### src/rtl/nn_grad_ss_gen_2ch_pkg.sv
// nn_grad_ss_gen_2ch_pkg: state encoding and LFSR constants shared by the stochastic gradient generator.
package nn_grad_ss_gen_2ch_pkg;
   typedef enum logic [1:0] {IDLE = 2'd0, RUN = 2'd1, FIN = 2'd2} stateT;
   localparam logic [7:0] LFSR_TAPS = 8'hB8;
   localparam logic [7:0] LFSR_SEED_DEF = 8'hA5;
   function automatic logic [7:0] bitRev8(input logic [7:0] v);
      for (int i = 0; i < 8; i++) bitRev8[i] = v[7-i];
   endfunction
endpackage

### src/rtl/nn_grad_ss_gen_2ch_lfsr.sv
// nn_lfsr8: 8-bit Fibonacci LFSR, x^8+x^6+x^5+x^4+1, advancing only when ADV is high.
module nn_lfsr8
   import nn_grad_ss_gen_2ch_pkg::*;
#(
   parameter logic [7:0] SEED = LFSR_SEED_DEF
) (
   input  logic       CLK,
   input  logic       INIT,
   input  logic       ADV,
   output logic [7:0] Q
);
   always_ff @(posedge CLK or posedge INIT)
      if (INIT) Q <= SEED;
      else if (ADV) Q <= {Q[6:0], ^(Q & LFSR_TAPS)};
endmodule

### src/rtl/nn_grad_ss_gen_2ch.sv
// nn_grad_ss_gen_2ch: two-channel stochastic bitstream burst generator; NN_GRAD_DEADZONE_EN zeroes sub-threshold gradients at latch time.
module nn_grad_ss_gen_2ch
   import nn_grad_ss_gen_2ch_pkg::*;
#(
   parameter int           N         = 8,
   parameter int           N_BURST   = 10,
   parameter logic [7:0]   LFSR_SEED = LFSR_SEED_DEF,
   parameter logic [N-1:0] DEADZONE  = 8'd4
) (
   input  logic               CLK,
   input  logic               INIT,
   input  logic               START,
   input  logic [N-1:0]       GRAD0,
   input  logic [N-1:0]       GRAD1,
   input  logic [1:0]         GRAD_SIGN,
   input  logic [N_BURST-1:0] BURST_LEN,
   output logic [1:0]         IN_SS,
   output logic [1:0]         SIGN,
   output logic               regIndex,
   output logic               EN,
   output logic               BUSY,
   output logic               DONE
);
`ifdef NN_GRAD_DEADZONE_EN
   localparam bit DZ_ON = 1'b1;
`else
   localparam bit DZ_ON = 1'b0;
`endif
   stateT state, nextState;
   logic [N-1:0] g0, g1;
   logic [1:0] s;
   logic [N_BURST-1:0] cnt;
   logic [7:0] lfsrQ;
   logic run, dead0, dead1, startOk;
   assign run = state == RUN;
   assign startOk = state == IDLE && START;
   assign dead0 = DZ_ON && GRAD0 < DEADZONE;
   assign dead1 = DZ_ON && GRAD1 < DEADZONE;
   nn_lfsr8 #(.SEED(LFSR_SEED)) lfsr (.CLK(CLK), .INIT(INIT), .ADV(run), .Q(lfsrQ));
   always_ff @(posedge CLK or posedge INIT)
      if (INIT) state <= IDLE;
      else state <= nextState;
   always_comb begin
      nextState = IDLE;
      nextState = state == IDLE ? (START ? (BURST_LEN == '0 ? FIN : RUN) : IDLE)
                : run ? ((regIndex && cnt == N_BURST'(1)) ? FIN : RUN)
                : IDLE;
   end
   // the counter counts channel pairs, so it only steps on the channel-1 half
   always_ff @(posedge CLK or posedge INIT)
      if (INIT) begin
         g0 <= '0;
         g1 <= '0;
         s <= '0;
         cnt <= '0;
         regIndex <= 1'b0;
      end else begin
         regIndex <= run & ~regIndex;
         if (startOk) begin
            g0 <= dead0 ? '0 : GRAD0;
            g1 <= dead1 ? '0 : GRAD1;
            s <= GRAD_SIGN & ~{dead1, dead0};
            cnt <= BURST_LEN;
         end else if (run && regIndex) cnt <= cnt - N_BURST'(1);
      end
   assign EN = run;
   assign BUSY = state != IDLE;
   assign DONE = state == FIN;
   assign SIGN = BUSY ? s : 2'b00;
   assign IN_SS = run ? {g1 >= bitRev8(lfsrQ), g0 >= lfsrQ} : 2'b00;
endmodule

### config.mk
export PLATFORM = sky130hd
export DESIGN_NAME = nn_grad_ss_gen_2ch
export DESIGN_NICKNAME = d
export VERILOG_FILES = /design/src/rtl/nn_grad_ss_gen_2ch_pkg.sv /design/src/rtl/nn_grad_ss_gen_2ch_lfsr.sv /design/src/rtl/nn_grad_ss_gen_2ch.sv
export SDC_FILE = /design/constraint.sdc
export NUM_CORES = 1
export LEC_CHECK = 0
export BUFFER_PORTS_ARGS = -buffer_cell sky130_fd_sc_hd__clkbuf_2
export CAP_MARGIN = 20
export CORE_MARGIN = 3
export CORE_UTILIZATION = 35
export DETAILED_ROUTE_END_ITERATION = 8
export GPL_TIMING_DRIVEN = 0
export PLACE_DENSITY = 0.64
export SETUP_SLACK_MARGIN = 0.1
export SLEW_MARGIN = 20
export SYNTH_ARGS = -nofsm -noshare
export SYNTH_HDL_FRONTEND = slang
export SYNTH_SLANG_ARGS = --single-unit
### constraint.sdc
create_clock -name CLK -period 1.82 [get_ports CLK]
set_input_delay 0.182 -clock CLK [delete_from_list [all_inputs] [get_ports CLK]]
set_output_delay 0.182 -clock CLK [all_outputs]
set_load 0.005 [all_outputs]
### Word level (Yosys, flattened, before mapping)

Index checks and enable logic that the tools add are counted.

| storage, ports and cells | value |
|---|---|
| bits of input ports | 31 |
| register bits | 39 |

| operators by class | value |
|---|---|
| $add $sub $neg | 1 |
| order comparisons | 2 |
| reductions and logical operators | 8 |
| bitwise gates (word level) | 2 |
| multiplexer cells | 9 |
| equality and inequality tests | 3 |

Operators by type and width:

| kind | count |
|---|---|
| two-way mux 10 bit | 2 |
| >= comparator 8 bit | 2 |
| two-way mux 2 bit | 7 |
| == test 10 x 1 -> 1 bit (second input constant) | 1 |
| zero test 10 bit | 1 |
| subtractor 10 x 1 -> 10 bit (second input constant) | 1 |
| XOR reduction 8 bit | 1 |
| nonzero test 2 bit | 2 |
| logical AND 1 bit | 3 |
| == test 2 x 1 -> 1 bit (second input constant) | 1 |
| == test 2 bit (second input constant) | 1 |
| zero test 2 bit | 1 |
| bitwise AND 1 bit | 1 |
| NOT 1 bit | 1 |

### Longest topological paths before layout

Gate-level depths: netlist of run 1.

| logic depth | value |
|---|---|
| depth after elaboration | 5 |
| depth in mapped cells | 6 |

### By module

Synthesis of run 1 repeated with hierarchy kept, for this count alone.

| unflattened totals | value |
|---|---|
| cells, all modules | 226 |
| area total of the unflattened synthesis | 2127.0 um^2 |

By module, submodules not included:

| module | area each (um^2) | sequential area each (um^2) | times used | cells each |
|---|---|---|---|---|
| nn_grad_ss_gen_2ch | 1799.2 | 775.7 | 1 | 204 |
| nn_lfsr8 | 327.8 | 205.2 | 1 | 22 |

### Least setup slack after synthesis of run 1

No wires, ideal clock.

| timing | value |
|---|---|
| kind | register to output |
| start | register lfsr.Q[0] |
| end | output port IN_SS[0] |
| arrival | 1599 ps |
| setup slack | 39 ps |
| stages on the path, launching flop included | 6 |
| cell sequence | dfstp_2 -> ha_1 -> nand2b_1 -> a2111oi_0 -> nor3_1 -> a211o_1 |

| on the way | value |
|---|---|
| longest elaborated chain between the ends | 2 |

Ends and longest elaborated chain:

| item | RTL line | text |
|---|---|---|
| from (decl) | nn_grad_ss_gen_2ch_lfsr.sv:10 | `output logic [7:0] Q` |
| from (signal assigned) | nn_grad_ss_gen_2ch_lfsr.sv:14 | `else if (ADV) Q <= {Q[6:0], ^(Q & LFSR_TAPS)};` |
| >= comparator 8 bit | nn_grad_ss_gen_2ch.sv:70 | `assign IN_SS = run ? {g1 >= bitRev8(lfsrQ), g0 >= lfsrQ} : 2'b00;` |
| two-way mux 2 bit | nn_grad_ss_gen_2ch.sv:70 |  |
| to (decl) | nn_grad_ss_gen_2ch.sv:17 | `output logic [1:0] IN_SS,` |

No other way between the ends.

### Worst setup path in the final report of run 1

Ends and elaborated chain as after synthesis.

==> qor.yml, run 1 <==
maxCapViolations: 0
seq_area_frac_synth_pct: 46.4
final-seq-area_um2: 982
first_pass_iters: 4
synth.distinct_cells: 42
numPortBuffers: 38
synthArstFlopShare_pct: 100
fmax_mhz: 471
pwr_density_cell_nw_per_um2: 1330
post-route-period-util_pct: 117
cts_inserted_buffers: 5
syn_inst: 231
synth_fp_nets: 280
num_vias: 1737
fin_crit_ns: 2.12
ys.flop_type: "dfrtp_1"
critPathCaptureType: "primary output"
h-tree-depth: 2
ys_ff_latch: 39
nNetsFinal: 331
ant_nets: 0
report.final.slew_viol_count: 0
drive_gt1_share_pct: 28.3
die_h_um: 83.7
pre_cts_ws_ns: -0.123
multi_input_area_um2: 1130
critPathKind: "register to primary output"
place_area_um2: 2430
synth-edff-count: 0
rsz0062_at_grt: "yes"
skew_ns: 0.00780
hpwl_mm: 3.63
grt_usage_pct: 14.6
hold_class: "input port to register"
area_growth_pct: 25.3
fin_area_um2: 2650
cts.sinks: 39
drt_iter0_drc: 54
synth.avg_cell_area_um2: 9.15
globalRoute.totalOverflow: 0
hold_viol: 0
gp_routability_congestion: 0.824
timing.slew.headroom_pct: 65.2
grt_pass1_wl_mm: 8.36
avgViaCountPerCell: 4.89
cts.path.max_buffers: 2
antenna_found_initial: 0
ios: 39
timing.final.ws_setup_ns: -0.304
layout.cells.non_filler: 355
worstMarginPinSlew_ns: 0.517
synth.largest_area_cell: "dfrtp_1"
fin_hold_ws_ns: 0.0802
clkLatencyLatePin_ns: 0.29
fp-row-count: 27
cts-root-buf: "clkbuf_8"
start_kind: "register"
cts_tree: "built"
start_util_pct: 37.3
violations: "negative setup slack"
grt_max_degree: 34
dp_cells: 342
synthesis.area_um2: 2110
grt_pass1_vias: 1782
crit_arrival_ns: 1.94
ys_warn_count: 0
num_antenna_cells: 0
cp_max_fo: 2
synth_area_leaders: "dfrtp_1 41%, nand2_1 12%, ha_1 11%"
cp.required_ns: 1.64
fillers: 569
drc_errors: 0
outcome: "finished with violations"
synth_top_area_share_pct: 41.4
leakage_nw: 1.26
drt_wl_total_mm: 4.81
core_um2: 5680
die-area_um2: 7010
vdd_drop_max_uv: 660
clk_pin_slew_worst_paths_ns: 0.07
wire_per_inst_um: 13.5
die_w_um: 83.7
setup_viol: 2
==> final cells by class <==
class	instances	area share, %
sequential	39	37.1
multi-input combinational	168	42.5
buffer	8	2.17
clock buffer	8	3.02
tap	72	3.40
inverter	16	2.41
timing repair buffer	44	9.44
==> worst paths after layout <==
path | startpoint | endpoint | slack (ns) | cells after the start
max | lfsr.Q[0]$_DFFE_PP1P_ | IN_SS[0] | -0.30 | 6
min | GRAD1[3] | g1[3]$_DFFE_PP0P_ | 0.08 | 3
max reg2reg | cnt[2]$_DFFE_PP0P_ | cnt[5]$_DFFE_PP0P_ | 0.20 | 4
min reg2reg | s[1]$_DFFE_PP0P_ | s[1]$_DFFE_PP0P_ | 0.47 | 2
max in group asynchronous | INIT | lfsr.Q[5]$_DFFE_PP1P_ | 1.00 | 4
min in group asynchronous | INIT | cnt[0]$_DFFE_PP0P_ | 0.32 | 3
==> what timing repair did <==
action / in CTS / in global routing
setup buffers: 2 / 2
pin swaps: 2 / 2
hold buffers: 1 / 0
gates resized for setup: 6 / 12
gates cloned: 0 / 0
hold endpoints to repair: 6 / 0
endpoints found under the setup margin: 3 / 7
==> placed cells by master (no fill, tap or decap), drive strengths merged, types with 3 or more instances in the layout <==
master | synthesis | layout
nand2 | 69 | 69
clkbuf | 3 | 51
dfrtp | 35 | 35
ha | 18 | 18
inv | 16 | 15
o21ai | 13 | 13
nand3 | 8 | 8
buf | 5 | 8
nor2 | 7 | 7
a21oi | 5 | 5
nor4 | 4 | 4
dfstp | 4 | 4
a211o | 3 | 3
xnor2 | 3 | 3
nand2b | 3 | 3
nor3 | 3 | 3
==> sequential cells by signal, indices dropped and copies added (netlist names) <==
name,flops
cnt,10
state,2
g1,8
g0,8
s,2
regIndex,1
lfsr.Q,8
==> metrics by stage <==
stage / TNS, ns / total power [mW] / util [%]
6_report: -0.598 / 3.53 / 46.7
5_1_grt: -0.859 / 3.88 / 46.7
4_1_cts: -0.720 / 3.49 / 45.8
3_5_place_dp: -0.157 / 2.84 / 42.8
3_3_place_gp: -0.139 / 2.78 / 42.4
2_1_floorplan: 0 / 2.41 / -
==> critical path, cell delays in order, from the launching register on <==
cell and delay, ns:
dfstp_2 0.56, ha_4 0.19, nand2b_4 0.14, a2111oi_4 0.33
nor3_2 0.08, a211o_1 0.24, clkbuf_2 0.11
==> logic make-up after synthesis <==
group,after synthesis,synth area share [%]
AOI/OAI and AO/OA,37,11.8
xor gates and xnor gates,3,1.24
adders and majority gates,18,10.7
buffers and inverters,24,5.33
muxes,2,1.01
and+or+nand+nor,108,23.6
DFF,39,46.4
==> report_power, final <==
| part | switching, mW | internal (mW) |
|---|---|---|
| combinational | 0.788 | 0.733 |
| clock | 0.291 | 0.273 |
| sequential | 0.262 | 1.19 |
| total | 1.34 | 2.19 |
==> synthesized netlist by cell type (all sizes together) (2+ instances only) <==
library cell and n:
ha 18, o2111ai 2, nor2 7, nor2b 2, buf 5, or3 2
dfstp 4, o21ai 13, a211o 3, nand2 69, nand2b 3, clkbuf 3
o211ai 2, o21a 2, xnor2 3, a21oi 5, dfrtp 35, nand4 2
inv 16, a2111oi 2, o311ai 2, nor3 3, and2 2, nor4 4
nand3 8
==> per-layer routing <==
layer | track usage (%) | vias to the layer above | routed length, µm
li1 | - | 891 | -
met1 | 18.5 | 808 | 2150
met2 | 25.1 | 34 | 2400
met3 | 3.06 | 4 | 210
met4 | 3.95 | 0 | 39
met5 | 0 | - | 0
Power figures use the tool's default switching activity.
==> run 2: changes to the inputs <==
- ABC_CLOCK_PERIOD_IN_PS: default -> 2600
- CTS_BUF_LIST: default -> sky130_fd_sc_hd__clkbuf_16
- PLACE_DENSITY: 0.64 -> 0.62
- clock period: 1.82 -> 2.6 ns (I/O delays scaled with it)
==> qor.yml, run 2 (synthesis results as in run 1) <==
wire_per_inst_um: 13.6
die_w_um: 83.7
h-tree-depth: 2
fmax_mhz: 416
fin_hold_ws_ns: 0.169
final_cell_mix: "69 x nand2_1, 38 x clkbuf_2, 35 x dfrtp_1, 18 x inv_1, 18 x ha_1"
first_pass_iters: 4
num_vias: 1691
clk_pin_slew_worst_paths_ns: 0.05
cpPeakStageDelay_ns: 0.55
grt_pass1_vias: 1713
area_growth_pct: 21.5
setup_viol: 0
total_power_mw: 2.52
maxCapViolations: 0
hpwl_mm: 3.66
clkLatencyLatePin_ns: 0.28
start_kind: "register"
rrSetupSlack_ns: 0.92
critPathKind: "register to primary output"
post-route-period-util_pct: 92.4
drc_errors: 0
worstHoldStart: "GRAD1[2]"
drt_iter0_drc: 87
combinationalPowerShare_pct: 37.8
crit_slowest_cell: "dfstp_2"
report.final.slew_viol_count: 0
core_um2: 5680
netSwitchingPower_mw: 0.899
grt_usage_pct: 14.6
pwr_density_cell_nw_per_um2: 982
cts_inserted_buffers: 5
regToRegEndpoint: "cnt[5]$_DFFE_PP0P_"
timing.slew.headroom_pct: 65.7
globalRoute.totalOverflow: 0
num_antenna_cells: 0
leakage_nw: 1.25
cp.required_ns: 2.34
min_to: "g1[2]$_DFFE_PP0P_"
p_sw_share_pct: 35.6
outcome: "complete, no violations"
cts-root-buf: "clkbuf_16"
gp_routability_congestion: 0.785
avgViaCountPerCell: 4.82
cts.sinks: 39
final_common_cell: "nand2_1"
nNetsFinal: 327
cts_tree: "built"
pre_cts_ws_ns: 0.434
rsz0062_at_grt: "no"
antenna_found_initial: 0
drt_wl_total_mm: 4.76
fp-row-count: 27
reg2regPathDepth: 4
p_clk_share_pct: 22.6
die_h_um: 83.7
numPortBuffers: 38
grt_max_degree: 27
cp_max_fo: 3
internal_power_mw: 1.62
ant_nets: 0
cts_setup_buffers: 0
holdPathStages: 3
worstMarginPinSlew_ns: 0.514
fin_setup_tns_ns: 0
reg2reg_from: "cnt[2]$_DFFE_PP0P_"
die-area_um2: 7010
crit_chain: "ha_1, nand2b_1, a2111oi_1, nor3_1, a211o_1, clkbuf_2"
crit_arrival_ns: 2.14
top_register: "cnt"
critPathCaptureType: "primary output"
vdd_drop_max_uv: 329
ios: 39
utilization_pct: 45.3
largest_register_ff_count: 10
skew_ns: 0.00441
drive_gt1_share_pct: 22.2
cts.path.max_buffers: 2
grt_pass1_wl_mm: 8.14
hold_class: "input port to register"
power_frac_seq_pct: 39.7
fin_crit_ns: 2.40
start_util_pct: 37.3
timing.final.ws_setup_ns: 0.196
hold_viol: 0
run 2: changes by cell type in the layout (fill, tap and decap cells not counted), sizes merged:
cell	change
clkbuf	-5
clkinvlp	-1
buf	-2
inv	+4
run 2: layout make-up:
| cell class | count | area [µm²] |
|---|---|---|
| Inverter | 16 | 60.1 |
| Clock buffer | 5 | 125 |
| Sequential cell | 39 | 981 |
| Clock inverter | 3 | 11.3 |
| Tap cell | 72 | 90.1 |
| Buffer | 8 | 52.6 |
| Fill cell | 566 | 3110 |
| Timing Repair Buffer | 40 | 220 |
| Multi-Input combinational cell | 168 | 1030 |
run 2: timing repair:
item / 4_1_cts / 5_1_grt
hold endpoints to repair: 11 / 0
setup endpoints to repair: 0 / 2
gates resized for setup: 0 / 3
hold buffers: 1 / 0
run 2: power groups by stage:
stage / Clock [mW] / Sequential (mW) / Combinational [mW]
after floorplan: 0 / 0.972 / 0.683
after global placement: 0 / 1.01 / 0.911
after detailed placement: 0 / 1.01 / 0.939
after CTS: 0.591 / 1.00 / 0.946
after global routing: 0.615 / 1.04 / 1.12
final: 0.570 / 1.00 / 0.953
run 2: worst max-delay path by stage:
stage,cells after the start,slack [ns],end,startpoint
2_1_floorplan,5,0.74,IN_SS[0],lfsr.Q[0]$_DFFE_PP1P_
3_3_place_gp,6,0.47,IN_SS[0],lfsr.Q[0]$_DFFE_PP1P_
3_5_place_dp,6,0.43,IN_SS[0],lfsr.Q[0]$_DFFE_PP1P_
4_1_cts,6,0.12,IN_SS[0],lfsr.Q[0]$_DFFE_PP1P_
5_1_grt,6,0.10,IN_SS[1],lfsr.Q[7]$_DFFE_PP1P_
6_report,6,0.20,IN_SS[1],lfsr.Q[7]$_DFFE_PP1P_
run 2: routing by layer:
| metal | share of wire, % | global-route usage, % | wire, µm | vias up |
|---|---|---|---|---|
| li1 | - | - | - | 885 |
| met1 | 50 | 20.2 | 2380 | 759 |
| met2 | 44 | 22.1 | 2110 | 41 |
| met3 | 4.3 | 3.85 | 205 | 6 |
| met4 | 1.4 | 5.12 | 66 | 0 |
| met5 | 0 | 0 | 0 | - |
run 2: critical path: cells and delay by family (launching register included):
kind	cells	cell delay, ns
AOI/OAI and AO/OA	2	0.72
adders and majority gates	1	0.22
buffers and inverters	1	0.11
DFF	1	0.55
and+or+nand+nor	2	0.26
run 2: through the flow:
step                      cell area [µm²]  std cells
final                                2570        351
after global routing                 2570        351
after CTS                            2560        351
after detailed placement             2410        342
after global placement               2390        341
after floorplan                      2110        231
==> run 3: changes to the inputs <==
- REMOVE_ABC_BUFFERS: default -> 1
==> qor.yml, run 3 (synthesis results as in run 1) <==
outcome: "complete, no violations"
gp_routability_congestion: 0.782
numPortBuffers: 38
ios: 39
cp.required_ns: 2.34
antenna_found_initial: 0
rrSetupSlack_ns: 0.64
drc_errors: 0
report.final.slew_viol_count: 0
dp_cells: 334
clk_pin_slew_worst_paths_ns: 0.05
hold_viol: 0
cts.sinks: 39
rsz0062_at_grt: "no"
vdd_drop_max_uv: 394
hpwl_mm: 3.20
crit_arrival_ns: 2.09
worstHoldStart: "GRAD0[5]"
die_h_um: 83.7
setup_viol: 0
skew_ns: 0.00241
total_power_mw: 2.48
cts-root-buf: "clkbuf_16"
layout.cells.non_filler: 343
nNetsFinal: 319
grt_usage_pct: 13.1
final_common_cell: "nand2_1"
timing.slew.headroom_pct: 41.3
critPathCaptureType: "primary output"
reg2regPathDepth: 4
cts_setup_buffers: 0
die_w_um: 83.7
grt_pass1_wl_mm: 7.52
worstMarginPinSlew_ns: 0.881
cts_inserted_buffers: 5
area_growth_pct: 19.7
crit_slowest_cell: "dfstp_2"
critPathKind: "register to primary output"
drt_wl_total_mm: 4.24
fp-row-count: 27
cts_tree: "built"
core_um2: 5680
largest_register_ff_count: 10
die-area_um2: 7010
pwr_density_cell_nw_per_um2: 980
avgViaCountPerCell: 4.83
drive_gt1_share_pct: 21.4
ant_nets: 0
grt_pass1_vias: 1642
min_to: "g0[5]$_DFFE_PP0P_"
cts.path.max_buffers: 2
maxCapViolations: 0
crit_chain: "ha_1, nand2b_1, a2111oi_0, nor3_1, a211o_1, clkbuf_2"
num_vias: 1657
start_kind: "register"
grt_max_degree: 31
drt_iter0_drc: 76
start_util_pct: 37.3
first_pass_iters: 4
holdPathStages: 3
fillers: 558
leakage_nw: 1.22
fmax_mhz: 425
reg2reg_from: "state[0]$_DFF_PP0_"
post-route-period-util_pct: 90.4
num_antenna_cells: 0
fin_crit_ns: 2.35
globalRoute.totalOverflow: 0
regToRegEndpoint: "cnt[2]$_DFFE_PP0P_"
fin_setup_tns_ns: 0
hold_class: "input port to register"
cp_max_fo: 3
h-tree-depth: 2
cpPeakStageDelay_ns: 0.55
wire_per_inst_um: 12.4
clkLatencyLatePin_ns: 0.28
final_cell_mix: "69 x nand2_1, 38 x clkbuf_2, 35 x dfrtp_1, 18 x ha_1, 17 x inv_1"
top_register: "cnt"
[run 3: cell types whose count changed in the layout (fill, tap and decap cells not counted), sizes merged]
| cell | before | now |
|---|---|---|
| buf | 6 | 1 |
| clkbuf | 46 | 43 |
| clkinv | 0 | 1 |
| inv | 19 | 18 |
[run 3: per-layer routing]
layer / track usage, % / share of wire, %
met1: 18.1 / 49
met2: 20.4 / 45
met3: 3.55 / 5.2
met4: 3.07 / 1.1
met5: 0 / 0
[run 3: worst max-delay path by stage]
stage               cells after the start  slack [ns]                 end                  start
finish                                  6        0.25            IN_SS[1]  lfsr.Q[7]$_DFFE_PP1P_
global route                            6        0.11            IN_SS[1]  lfsr.Q[7]$_DFFE_PP1P_
detailed placement                      6        0.46            IN_SS[0]  lfsr.Q[0]$_DFFE_PP1P_
CTS                                     6        0.15            IN_SS[0]  lfsr.Q[0]$_DFFE_PP1P_
global placement                        3       -0.02  cnt[2]$_DFFE_PP0P_     state[0]$_DFF_PP0_
floorplan                               3        0.60  cnt[2]$_DFFE_PP0P_     state[0]$_DFF_PP0_
[run 3: timing repair]
action | 4_1_cts | 5_1_grt
setup endpoints to repair | 0 | 1
hold endpoints to repair | 16 | 0
hold buffers | 1 | 0
gates resized for setup | 0 | 2
[run 3: where the power goes]
| part | switching [mW] | leakage (nW) | total (mW) | internal, mW |
|---|---|---|---|---|
| registers | 0.178 | 0.478 | 1.01 | 0.832 |
| clock network | 0.220 | 0.0762 | 0.567 | 0.346 |
| logic | 0.474 | 0.669 | 0.905 | 0.431 |
[run 3: final cells by class]
class,instances,area (µm²),share of cell area (%)
multi-input cells,168,1030,40.9
flip-flops and latches,39,981,38.8
repair buffers,40,228,9.00
clock buffers,5,125,4.94
well taps,72,90.1,3.56
inverters,16,60.1,2.37
clock inverters,3,12.5,0.494
[run 3: per-stage QoR]
step                cell area, µm²  util (%)  setup WS (ns)  hold WS (ns)
global placement              2340      41.3        -0.0244         0.451
finish                        2530      44.6          0.248         0.170
detailed placement            2380      41.9          0.457         0.269
CTS                           2520      44.5          0.152         0.166
floorplan                     2060         -          0.599         0.365
global route                  2530      44.6          0.112         0.179
[run 3: worst max-delay path, delay by kind of cell (launching register included)]
| kind | cells | cell delay [ns] |
|---|---|---|
| and+or+nand+nor | 2 | 0.22 |
| DFF | 1 | 0.55 |
| adders and majority gates | 1 | 0.22 |
| AOI/OAI and AO/OA | 2 | 0.70 |
| buffers and inverters | 1 | 0.12 |
